`config.mk`:
```
export PLATFORM = sky130hd
export DESIGN_NAME = wr_ptr_ctrl_top_1
export DESIGN_NICKNAME = d
export VERILOG_FILES = /design/src/rtl/wr_ptr_ctrl_top_1_pkg.sv /design/src/rtl/wr_ptr_ctrl_top_1_ptr_diff.sv /design/src/rtl/wr_ptr_ctrl_top_1.sv
export SDC_FILE = /design/constraint.sdc
export NUM_CORES = 1
export LEC_CHECK = 0
export ABC_AREA = 1
export CAP_MARGIN = 5
export CORE_AREA = 2 2 39 41
export CTS_CLUSTER_SIZE = 12
export DETAILED_ROUTE_END_ITERATION = 8
export DIE_AREA = 0 0 41 43
export SETUP_SLACK_MARGIN = 0.3
export SYNTH_ARGS = -nofsm -noshare
export SYNTH_HDL_FRONTEND = slang
export SYNTH_SLANG_ARGS = --single-unit
```
`constraint.sdc`:
```
create_clock -name wr_clk -period 2.65 [get_ports wr_clk]
set_clock_uncertainty 0.05 [all_clocks]
set_input_delay 0.795 -clock wr_clk [delete_from_list [all_inputs] [get_ports wr_clk]]
set_output_delay 0.795 -clock wr_clk [all_outputs]
set_load 0.03 [all_outputs]
```
`src/rtl/wr_ptr_ctrl_top_1_pkg.sv`:
```
// Shared FIFO sizing for the write- and read-side pointer controllers.
// Provides `A_LENGTH plus derived depth/address width; WR_ALMOST_FULL_EN users take AF_THRESH_DEF.
`ifndef A_LENGTH
`define A_LENGTH 3
`endif

package wr_ptr_ctrl_top_1_pkg;

    localparam int A_LENGTH      = `A_LENGTH;
    localparam int ADDR_W        = A_LENGTH - 1;
    localparam int DEPTH         = 1 << ADDR_W;
    localparam int AF_THRESH_DEF = 1;

    // One wrap bit sits above the address, so a PTR_W pointer spans 2^(PTR_W-1) slots.
    function automatic int depth_of(input int ptr_w);
        return 1 << (ptr_w - 1);
    endfunction

endpackage

```
`src/rtl/wr_ptr_ctrl_top_1_ptr_diff.sv`:
```
// Modular subtraction of two PTR_W-bit FIFO pointers (a - b mod 2^PTR_W).
// Shared by the write-side full logic and the read-side empty logic.
module ptr_diff_top_1 #(
    parameter int PTR_W = 3
) (
    input  logic [PTR_W-1:0] a,
    input  logic [PTR_W-1:0] b,
    output logic [PTR_W-1:0] diff
);

    assign diff = a - b;

endmodule

```
`src/rtl/wr_ptr_ctrl_top_1.sv`:
```
// Write-side pointer, address, level and full/overflow flags for the async FIFO (wr_clk domain).
// Optional almost_full output and AF_THRESH parameter exist only when WR_ALMOST_FULL_EN is defined.
module wr_ptr_ctrl_top_1
    import wr_ptr_ctrl_top_1_pkg::*;
#(
    parameter int PTR_W = A_LENGTH
`ifdef WR_ALMOST_FULL_EN
    ,
    parameter int AF_THRESH = AF_THRESH_DEF
`endif
) (
    input  logic             wr_clk,
    input  logic             reset_n,
    input  logic             wr_req,
    input  logic [PTR_W-1:0] b_rd_ptr_sync,
    output logic [PTR_W-1:0] b_wr_ptr,
    output logic [PTR_W-2:0] wr_addr,
    output logic             mem_wr_en,
    output logic             full,
    output logic [PTR_W-1:0] wr_level,
    output logic             overflow
`ifdef WR_ALMOST_FULL_EN
    ,
    output logic             almost_full
`endif
);

    localparam int               DEPTH_L = depth_of(PTR_W);
    localparam logic [PTR_W-1:0] DEPTH_P = PTR_W'(DEPTH_L);

    logic [PTR_W-1:0] next_wr_ptr;
    logic [PTR_W-1:0] diff;

    assign mem_wr_en   = wr_req & ~full;
    assign wr_addr     = b_wr_ptr[PTR_W-2:0];
    assign next_wr_ptr = mem_wr_en ? b_wr_ptr + PTR_W'(1) : b_wr_ptr;

    // Level is computed from the post-write pointer so the filling write raises full at its own edge.
    ptr_diff_top_1 #(
        .PTR_W (PTR_W)
    ) u_ptr_diff (
        .a    (next_wr_ptr),
        .b    (b_rd_ptr_sync),
        .diff (diff)
    );

    // A diff above DEPTH means a stale/corrupt read pointer; >= keeps it treated as full.
    always_ff @(posedge wr_clk or negedge reset_n) begin
        if (!reset_n) begin
            b_wr_ptr <= '0;
            wr_level <= '0;
            full     <= 1'b0;
            overflow <= 1'b0;
        end else begin
            b_wr_ptr <= next_wr_ptr;
            wr_level <= diff;
            full     <= (diff >= DEPTH_P);
            overflow <= overflow | (wr_req & full);
        end
    end

`ifdef WR_ALMOST_FULL_EN
    localparam logic [PTR_W-1:0] AF_LEVEL = PTR_W'(DEPTH_L - AF_THRESH);

    always_ff @(posedge wr_clk or negedge reset_n) begin
        if (!reset_n) begin
            almost_full <= 1'b0;
        end else begin
            almost_full <= (diff >= AF_LEVEL);
        end
    end
`endif

endmodule

```
==> summary.txt <==
Outcome
  • Status: finished clean

Yosys
  • Area contributors post-synth: dfrtp_1 48%, xnor2_2 8.8%, ha_1 6.8%
  • Yosys top cell area share: 0.4762
  • YS warnings: 0
  • Number of synthesized flops with an enable pin: 0
  • Number of distinct library cells after synthesis: 12
  • Count leader, synth: dfrtp_1
  • Synth Cell Area: 367.9 sq um
  • #FFs+latches synth: 7
  • Synthesized area per cell: 10.51 sq um
  • Cells after synthesis: 35
  • Sequential-to-total area share from yosys stat: 0.4762
  • Synth area leader: dfrtp_1
  • Syn Nets: 44
  • Asr flop ratio synth: 1.000
  • Top post-synthesis cells by count: 7 x dfrtp_1, 5 x inv_1, 5 x nand2_1
  • Predominant post-synthesis flop cell: dfrtp_1

Finish
  • Nets: 64
  • # diodes: 0
  • Area grow syn2layout: 54.08%
  • Layout cell share with drive strength beyond 1: 0.2778
  • Finished Cell Area: 566.8 sq um
  • Core Util, Final: 0.4096
  • Finished Layout Cells: 70

Power
  • PwrDens: 1348 mW/mm^2
  • Comb pwr share: 0.627
  • Clock network power share: 0.120
  • Internal power: 423.6 uW
  • Psw: 340.5 uW
  • Reg power frac: 0.253
  • Maximum VDD drop: 0.3016 mV
  • Switching Share: 0.4456
  • LEAKAGE: 0.2784 nW

Critical path
  • Largest fanout on the critical path: 2
  • RR Startpoint: full$_DFF_PN0_
  • RR Endpoint: full$_DFF_PN0_
  • CP top delay family: buffers and inverters
  • Crit-path cells: dlygate4sd2_1, nand2_2, buf_4, inv_2, buf_6
  • Crit path depth: 5
  • CP Launch Point: wr_req
  • Critical path's slowest cell: dlygate4sd2_1
  • FF-to-FF setup slack: 0.86 ns
  • Critical Path End Type: output pin
  • Type of origin of the critical path: input pin
  • Crit path to: mem_wr_en
  • Reg2Reg Depth: 11
  • CP peak stage delay: 0.23 ns
  • Worst Path Arrival: 1.42 ns
  • Crit path kind: input pin to output pin
  • Worst EP required: 1.81 ns
  • Worst Path Buf+Inv: 4

STA
  • Final setup violation count: 0
  • RSZ-0062 raised after global routing: no
  • Slew margin rel.: 0.7965
  • Peak Freq: 440.9 MHz
  • Fin crit period: 2.268 ns
  • Final period util: 0.8559
  • Pins Over Slew Limit: 0
  • Least-Margin Pin Slew: 0.3044 ns
  • Final hold viol count: 0
  • Final setup TNS: 0 ns

Place
  • Gp weighted congestion: 0.5914
  • Number of instances in the placed design: 66
  • Post-DP HPWL: 462.1 um
  • Number of port buffers: 16
  • Post-DP Area: 538.0 sq um

GRT
  • Vias in the first global route: 234
  • First-pass GRT wire length: 821 um
  • Grt ovf: 0
  • Overall Global Routing Usage: 0.07825
  • Initial antenna violation count: 0
  • Largest net degree at the start of global routing: 8

Floorplan
  • Die area: 0.001763 sq mm
  • Width of the die: 41 um
  • Ports: 17
  • Row Count: 14
  • Core area: 0.001384 sq mm
  • Initial Util: 0.2658
  • Chip height: 43 um

Clocking
  • Clk root buf: clkbuf_4
  • Post-CTS setup buffers: 0
  • Worst skew pair latency: 0.25 ns
  • Clock sinks: 7
  • TritonCTS clock tree: done
  • TritonCTS Buffers: 3
  • H-Tree Depth: 1
  • Clk buf depth: 2
  • Clock slew at reported path FFs: 0.04 ns

Detailed routing
  • WL final: 521 um
  • Post-DR wirelength/cell: 7.443 um
  • DRC viols: 0
  • Vias per cell: 3.829
  • First drt pass iteration count: 1
  • Initial detailed-routing violation count: 0
  • Antenna-violating nets left: 0
  • DR vias: 268

Worst hold path
  • HP Class: register to register

Job
  • # Max-Cap Violations: 0
cell usage in the layout, fill, tap and decap left out:
cell	netlist	layout
dlygate4sd2_1	0	1
nand3_1	2	2
clkbuf_4	0	3
nand4_1	1	1
nand2_2	3	3
dfrtp_1	7	7
inv_1	5	5
nand2_1	5	5
buf_6	0	1
clkdlybuf4s50_1	0	14
ha_1	2	2
xnor2_2	2	2
a21o_2	1	1
inv_2	3	3
clkbuf_1	0	1
fa_1	1	1
buf_4	3	2
area by class of cell:
type / instances / area [sq um]
Clock buffer: 4 / 26.28
Inverter: 8 / 30.03
Fill cell: 141 / 817.0
Multi-Input combinational cell: 17 / 140.1
Tap cell: 16 / 20.02
Timing Repair Buffer: 18 / 175.2
Sequential cell: 7 / 175.2
worst min-delay path by stage:
stage,slack (ns),startpoint,to,cells after the start
floorplan,0.45,reset_n,b_wr_ptr[0]$_DFF_PN0_,0
global placement,0.39,overflow$_DFF_PN0_,overflow$_DFF_PN0_,1
detailed placement,0.40,overflow$_DFF_PN0_,overflow$_DFF_PN0_,1
CTS,0.41,overflow$_DFF_PN0_,overflow$_DFF_PN0_,1
global route,0.44,overflow$_DFF_PN0_,overflow$_DFF_PN0_,1
finish,0.40,overflow$_DFF_PN0_,overflow$_DFF_PN0_,1
power groups by stage:
stage / Combinational [mW] / Sequential [mW] / Clock (mW)
floorplan: 0.240 / 0.287 / 0
global placement: 0.478 / 0.194 / 0
detailed placement: 0.483 / 0.196 / 0
CTS: 0.488 / 0.194 / 0.0967
global route: 0.532 / 0.201 / 0.104
finish: 0.479 / 0.193 / 0.0919
routing by layer:
metal,share of wire,up-vias,global-route usage
li1,-,139,-
met1,0.39,110,0.08027
met2,0.45,16,0.1000
met3,0.10,3,0.01571
met4,0.052,0,0.1200
met5,0,-,0
metrics by stage:
stage	worst slack (ns)	hold slack (ns)	total power [mW]
final	0.3818	0.4019	0.7642
after global routing	0.3616	0.4421	0.8374
after CTS	0.3800	0.4075	0.7792
after detailed placement	0.02542	0.3973	0.6796
after global placement	0.01250	0.3920	0.6715
after floorplan	0.5891	0.4494	0.5264
cell families after synthesis:
kind of cell    count (synthesis)  share of synthesized area
buf+inv                        11                     0.1429
simple gates                   11                     0.1463
flops                           7                     0.4762
fa+ha+maj                       3                     0.1224
xor+xnor                        2                    0.08843
compound gates                  1                    0.02381
registers in the layout (all words and copies together), names as in the netlist:
| register | cells |
|---|---|
| overflow | 1 |
| full | 1 |
| b_wr_ptr | 3 |
| wr_level | 2 |
repair_timing:
action                     4_1_cts  5_1_grt
setup endpoints to repair        2        0
hold buffers                     0        0
gates resized for setup          2        0
Note: power is estimated with default switching activity, not from simulation.
